**src/rtl/hex_display_scanner.sv**
```systemverilog
//------------------------------------------------------------------------------
// hex_display_scanner
// Multiplexed 8-digit seven-segment driver. It shows a 32-bit word as
// hexadecimal. Writes are double-buffered so that the displayed value only
// changes at a frame boundary.
// Optional feature macro: HEX_DISP_BLANK_EN (leading-zero blanking).
// Revision: 1.0 - initial release
//------------------------------------------------------------------------------
`default_nettype none

module hex_display_scanner #(
    parameter int DIGIT_CYCLES = 50000
) (
    input  logic        clk_i,
    input  logic        rst_i,
    input  logic [31:0] data_i,
    input  logic        we_i,
    output logic [7:0]  an_o,
    output logic [6:0]  seg_o,
    output logic        frame_o
);

    localparam logic [15:0] PRESC_LAST = 16'(DIGIT_CYCLES - 1);

    logic [15:0] presc;
    logic [2:0]  idx;
    logic [31:0] pending;
    logic        pend_vld;
    logic [31:0] shown;
    logic        digit_end;
    logic        boundary;
    logic [3:0]  nibble;
    logic [6:0]  seg_raw;
    logic [7:0]  an_raw;

    assign digit_end = (presc == PRESC_LAST);
    assign boundary  = digit_end && (idx == 3'd7);

    // Prescaler, digit index and frame-start pulse
    always_ff @(posedge clk_i or posedge rst_i) begin
        if (rst_i) begin
            presc   <= 16'd0;
            idx     <= 3'd0;
            frame_o <= 1'b0;
        end else begin
            frame_o <= boundary;
            if (digit_end) begin
                presc <= 16'd0;
                idx   <= idx + 3'd1;
            end else begin
                presc <= presc + 16'd1;
            end
        end
    end

    // Write buffer and frame buffer; a write on the boundary edge goes
    // straight to the frame buffer but is also latched as a normal write
    always_ff @(posedge clk_i or posedge rst_i) begin
        if (rst_i) begin
            pending  <= 32'd0;
            pend_vld <= 1'b0;
            shown    <= 32'd0;
        end else begin
            if (boundary) begin
                if (we_i) begin
                    shown <= data_i;
                end else if (pend_vld) begin
                    shown <= pending;
                end
            end
            if (we_i) begin
                pending  <= data_i;
                pend_vld <= 1'b1;
            end else if (boundary) begin
                pend_vld <= 1'b0;
            end
        end
    end

    assign nibble = shown[{idx, 2'b00} +: 4];
    assign an_raw = ~(8'd1 << idx);

    // Active-low hex decode, segment order {g,f,e,d,c,b,a}
    always_comb begin
        seg_raw = 7'b1111111;
        case (nibble)
            4'h0: seg_raw = 7'b1000000;
            4'h1: seg_raw = 7'b1111001;
            4'h2: seg_raw = 7'b0100100;
            4'h3: seg_raw = 7'b0110000;
            4'h4: seg_raw = 7'b0011001;
            4'h5: seg_raw = 7'b0010010;
            4'h6: seg_raw = 7'b0000010;
            4'h7: seg_raw = 7'b1111000;
            4'h8: seg_raw = 7'b0000000;
            4'h9: seg_raw = 7'b0010000;
            4'hA: seg_raw = 7'b0001000;
            4'hB: seg_raw = 7'b0000011;
            4'hC: seg_raw = 7'b1000110;
            4'hD: seg_raw = 7'b0100001;
            4'hE: seg_raw = 7'b0000110;
            4'hF: seg_raw = 7'b0001110;
            default: seg_raw = 7'b1111111;
        endcase
    end

`ifdef HEX_DISP_BLANK_EN
    logic [7:0] lit;

    // A digit lights when it or any more-significant digit is non-zero;
    // digit 0 always lights so that zero still shows one "0"
    always_comb begin
        lit    = 8'h00;
        lit[0] = 1'b1;
        for (int i = 1; i < 8; i++) begin
            lit[i] = |(shown >> (4 * i));
        end
    end

    assign an_o  = lit[idx] ? an_raw  : 8'hFF;
    assign seg_o = lit[idx] ? seg_raw : 7'b1111111;
`else
    assign an_o  = an_raw;
    assign seg_o = seg_raw;
`endif

endmodule

`default_nettype wire

```
**config.mk**
```make
export PLATFORM = sky130hd
export DESIGN_NAME = hex_display_scanner
export DESIGN_NICKNAME = d
export VERILOG_FILES = /design/src/rtl/hex_display_scanner.sv
export SDC_FILE = /design/constraint.sdc
export NUM_CORES = 1
export LEC_CHECK = 0
export CELL_PAD_IN_SITES_DETAIL_PLACEMENT = 1
export CELL_PAD_IN_SITES_GLOBAL_PLACEMENT = 1
export CORE_MARGIN = 4
export CORE_UTILIZATION = 45
export DETAILED_ROUTE_END_ITERATION = 6
export GPL_ROUTABILITY_DRIVEN = 0
export HOLD_SLACK_MARGIN = 0.15
export PLACE_DENSITY_LB_ADDON = 0.25
export SETUP_SLACK_MARGIN = 0.05
export SYNTH_ARGS = -nofsm -noshare
export SYNTH_HDL_FRONTEND = slang
export SYNTH_SLANG_ARGS = --single-unit
```
**constraint.sdc**
```tcl
create_clock -name clk_i -period 3.01 [get_ports clk_i]
set_clock_uncertainty 0.05 [all_clocks]
set_input_delay 0.301 -clock clk_i [delete_from_list [all_inputs] [get_ports clk_i]]
set_output_delay 0.301 -clock clk_i [all_outputs]
set_load 0.005 [all_outputs]
```
### Word level (Yosys, flattened, before mapping)

Memory sizes are Yosys's and may differ from the RTL's.
Cells that the tools add are included.

* register bits after elaboration: 85
* memory bits (read-only): 112
* output and inout bits: 16
* logic and storage cells: 23
* memories: 1

Memory list
* (no name shown): depth 16, width 7, rd ports 1, clocked after Yosys merged registers in 0, wr ports 0, RTL line 86 `case (nibble)`

* add/sub/neg operators: 2
* equality and inequality tests: 2
* shift operators: 2
* multiplexer cells: 5
* bitwise operators: 1
* reductions and logical operators: 4

Operators by type and width (number)
* 32-bit 2-to-1 mux: 2
* 32-bit by 6-bit indexed part select with 4-bit output: 1
* 16-bit by 1-bit adder with 16-bit output (second input constant): 1
* 16-bit equality test (second input constant): 1
* 16-bit 2-to-1 mux: 1
* 8-bit NOT: 1
* 1-bit by 3-bit << shifter with 8-bit output (first input constant): 1
* 2-bit nonzero test: 2
* 3-bit by 1-bit adder with 3-bit output (second input constant): 1
* 3-bit equality test (second input constant): 1
* 1-bit 2-to-1 mux: 2
* 2-bit AND reduction: 1
* 1-bit logical AND: 1

### Longest topological paths before layout

* depth after elaboration: 4
* depth in mapped cells: 8

### Worst setup path before layout

OpenSTA, ideal clock, no wires.

* path kind: register to output
* from: register idx[0]
* to: output port seg_o[4]
* arrival time: 2.158 ns
* path slack: 0.501 ns
* stages on the path, launching flop included: 8
* cells stage by stage: dfrtp_1 -> buf_6 -> mux4_1 -> mux2i_1 -> inv_1 -> ha_1 -> mux2_2 -> o21ai_0

* cells in the longest elaborated chain, start to end: 2

RTL lines
* from (decl): RTL line 26 `logic [2:0] idx;`
* from (signal assigned): RTL line 49 `idx <= idx + 3'd1;`
* 32-bit by 6-bit indexed part select with 4-bit output: RTL line 80 `assign nibble = shown[{idx, 2'b00} +: 4];`
* memory 16 x 7 bit
* to (decl): RTL line 19 `output logic [6:0] seg_o,`

Every way passes these cells.

### Worst setup path after layout

* from: register idx[0]
* to: output port seg_o[6]

Same word-level chain as after synthesis.

==> out/results.ini <==
[run_status]
outcome = completed

[critical_path]
reg2regPathDepth = 6
reg2reg_slack_ns = 0.64
critPathCapture = seg_o[6]
startpoint = idx[0]$_DFFE_PP0N_
r2r-end = shown[11]$_DFFE_PP0P_
endpoint_kind = output pin
critical_path.max_fanout = 6
cp-start-kind = register
criticalPathCategory = reg2out
worst_ep_required_time_ns = 2.66
arrival_ns = 2.58
r2r_start = presc[0]$_DFF_PP0_

[route]
vias = 2533
ant_nets = 0
routedWlPerCell_um = 17.93
totalWireLength_um = 8500
firstDrtPassIters = 4
routed_via_density = 5.344
drcViolationCount = 0
initialDrtViolationCount = 63

[timing]
max_freq_mhz = 340.9
setup_tns_ns = 0
min_period_ns = 2.934
hold_viol = 0
finalSetupViolations = 0
worst_pin_slew_ns = 0.7907
finalCritPeriodShare_pct = 97.46
rsz0062_at_grt = true
slew_violations = 0
slew_headroom_pct = 47.22

[yosys]
ys_types = 42
synth_top_area_share_pct = 53.26
synthTopCellsByArea = dfrtp_1, mux2_2, ha_1, mux4_1, mux4_2
syn-num-nets = 336
yosysWarnings = 0
synthFlopType = dfrtp_1
syn_inst = 288
synth.most_common_cell = dfrtp_1
ys_ff_latch = 85
avgSynthCellArea_sq_um = 13.87
seq_area_frac_synth_pct = 53.26
synth_commonest_cells = dfrtp_1, mux2_2, ha_1, nand2_1, nor2_1
yosys.area.top_type = dfrtp_1
synth_area_sq_um = 3994
synthArstFlopShare_pct = 100.0
synth_edf_count = 0

[clock_tree]
cts_buffers = 9
htreeDepth = 3
clk_pin_slew_ns = 0.09
clock_sinks = 85
clockBufferDepth = 2
clk_latency_ns = 0.35
tritoncts = done
cts-root-buf = clkbuf_8

[floorplan]
die_h_um = 102.2
io_pins = 51
die_w_um = 102.2
start_util_pct = 46.02
core_sq_um = 8678
die_area_sq_um = 10450
rows = 34

[power_and_ir_drop]
cellPowerDensity_nw_per_um2 = 453.2
p_total_w = 0.002255
power_leakage_nw = 2.282
vdd.ir_drop.worst_mv = 0.2885

[grt]
grt_max_degree = 48
grt_usage_pct = 17.62
grt_pass1_wl_um = 14090
grt_overflow = 0
grt_antenna_before_repair = 0
grt_pass1_vias = 2703

[final_layout]
n_fill_cell = 899
layout-drive-gt1-share_pct = 36.34
fin_nets = 409
diodes = 0
synthToLayoutAreaGrowth_pct = 24.59

[place]
io_buffer_count = 50
dp.final_hpwl_um = 6039

[run]
cap_viol_max_count = 0

[worst_hold_path]
hold_class = in2async

[repair_timing]
| item | in CTS | in global routing |
|---|---|---|
| gates resized for setup | 18 | 16 |
| setup endpoints to repair | 7 | 6 |
| setup buffers | 5 | 4 |
| hold buffers | 0 | 0 |
| cloned | 1 | 0 |
[how the worst min path moves through the flow]
stage                     depth (start not counted)                 endpoint                    start
after floorplan                                   1      presc[12]$_DFF_PP0_      presc[12]$_DFF_PP0_
after global placement                            1   pending[8]$_DFFE_PP0P_   pending[8]$_DFFE_PP0P_
after detailed placement                          1  pending[22]$_DFFE_PP0P_  pending[22]$_DFFE_PP0P_
after CTS                                         2    shown[16]$_DFFE_PP0P_                    rst_i
after global routing                              2    shown[20]$_DFFE_PP0P_                    rst_i
final                                             2  pending[29]$_DFFE_PP0P_                    rst_i
[flip-flops by register name, indices dropped and copies added, names as in the netlist]
name / count
pending: 32
shown: 32
presc: 16
idx: 3
frame_o: 1
pend_vld: 1
[where the power goes]
group,leakage (nW),total (W),internal [W],switching [W]
sequential,1.09,0.00119,0.00118,0.0000106
clock,0.110,0.000918,0.000496,0.000422
combinational,1.08,0.000144,0.0000822,0.0000615
[worst max-delay path, stage by stage (launching register included)]
cell and delay, ns:
dfrtp_2 0.49, buf_6 0.15, mux4_2 0.53, mux2i_4 0.26, buf_6 0.16, buf_4 0.11
mux2i_1 0.19, o2bb2ai_1 0.09, dlygate4sd2_1 0.26
[area by class of cell]
class                           count  area, sq um  share of cell area [%]
Inverter                           10        38.79                  0.7795
Sequential cell                    85         2128                   42.77
Clock buffer                       10        137.6                   2.766
Clock inverter                      6        92.59                   1.861
Timing Repair Buffer               74        661.9                   13.30
Multi-Input combinational cell    181         1782                   35.81
Tap cell                          108        135.1                   2.716
[routing by layer]
layer  global-route usage (%)  wire (um)  up-vias
li1                         -          -     1176
met1                    23.86       3721     1308
met2                    28.94       4410       39
met3                    3.276        249       10
met4                    5.449        119        0
met5                        0          0        -
[cells by family after synthesis]
family	after synthesis	share of synthesized area, %
flops	85	53.26
buf+inv	22	2.694
mux	84	26.75
xor+xnor	13	2.851
simple gates	55	7.769
compound gates	16	2.601
fa+ha+maj	13	4.073
[layout by cell type, fill, tap and decap left out, drive strengths merged, types with 2 or more instances in the layout]
cell type      count
dlygate4sd2        2
a21oi              2
and4bb             2
nor4b              2
mux2              67
clkinvlp           2
nand4              5
and3               4
clkdlybuf4s50     43
dfrtp             85
mux2i              9
ha                13
nand3              8
buf               24
and4               4
xnor2              6
or3                3
mux4               8
inv               11
o21ai              7
nor2              10
xor2               7
nand2             13
clkbuf            15
bufinv             2
[through the flow]
stage	hold slack [ns]	instances	util, %	setup slack (ns)	instance area, sq um
2_1_floorplan	0.3987	288	-	0.4655	3994
3_3_place_gp	0.4286	448	53.76	0.08649	4666
3_5_place_dp	0.4353	448	53.76	0.03105	4666
4_1_cts	0.3564	470	56.86	0.05284	4935
5_1_grt	0.4006	474	57.34	-0.004356	4976
6_report	0.3444	474	57.34	0.07635	4976
Note: power is estimated with default switching activity, not from simulation.
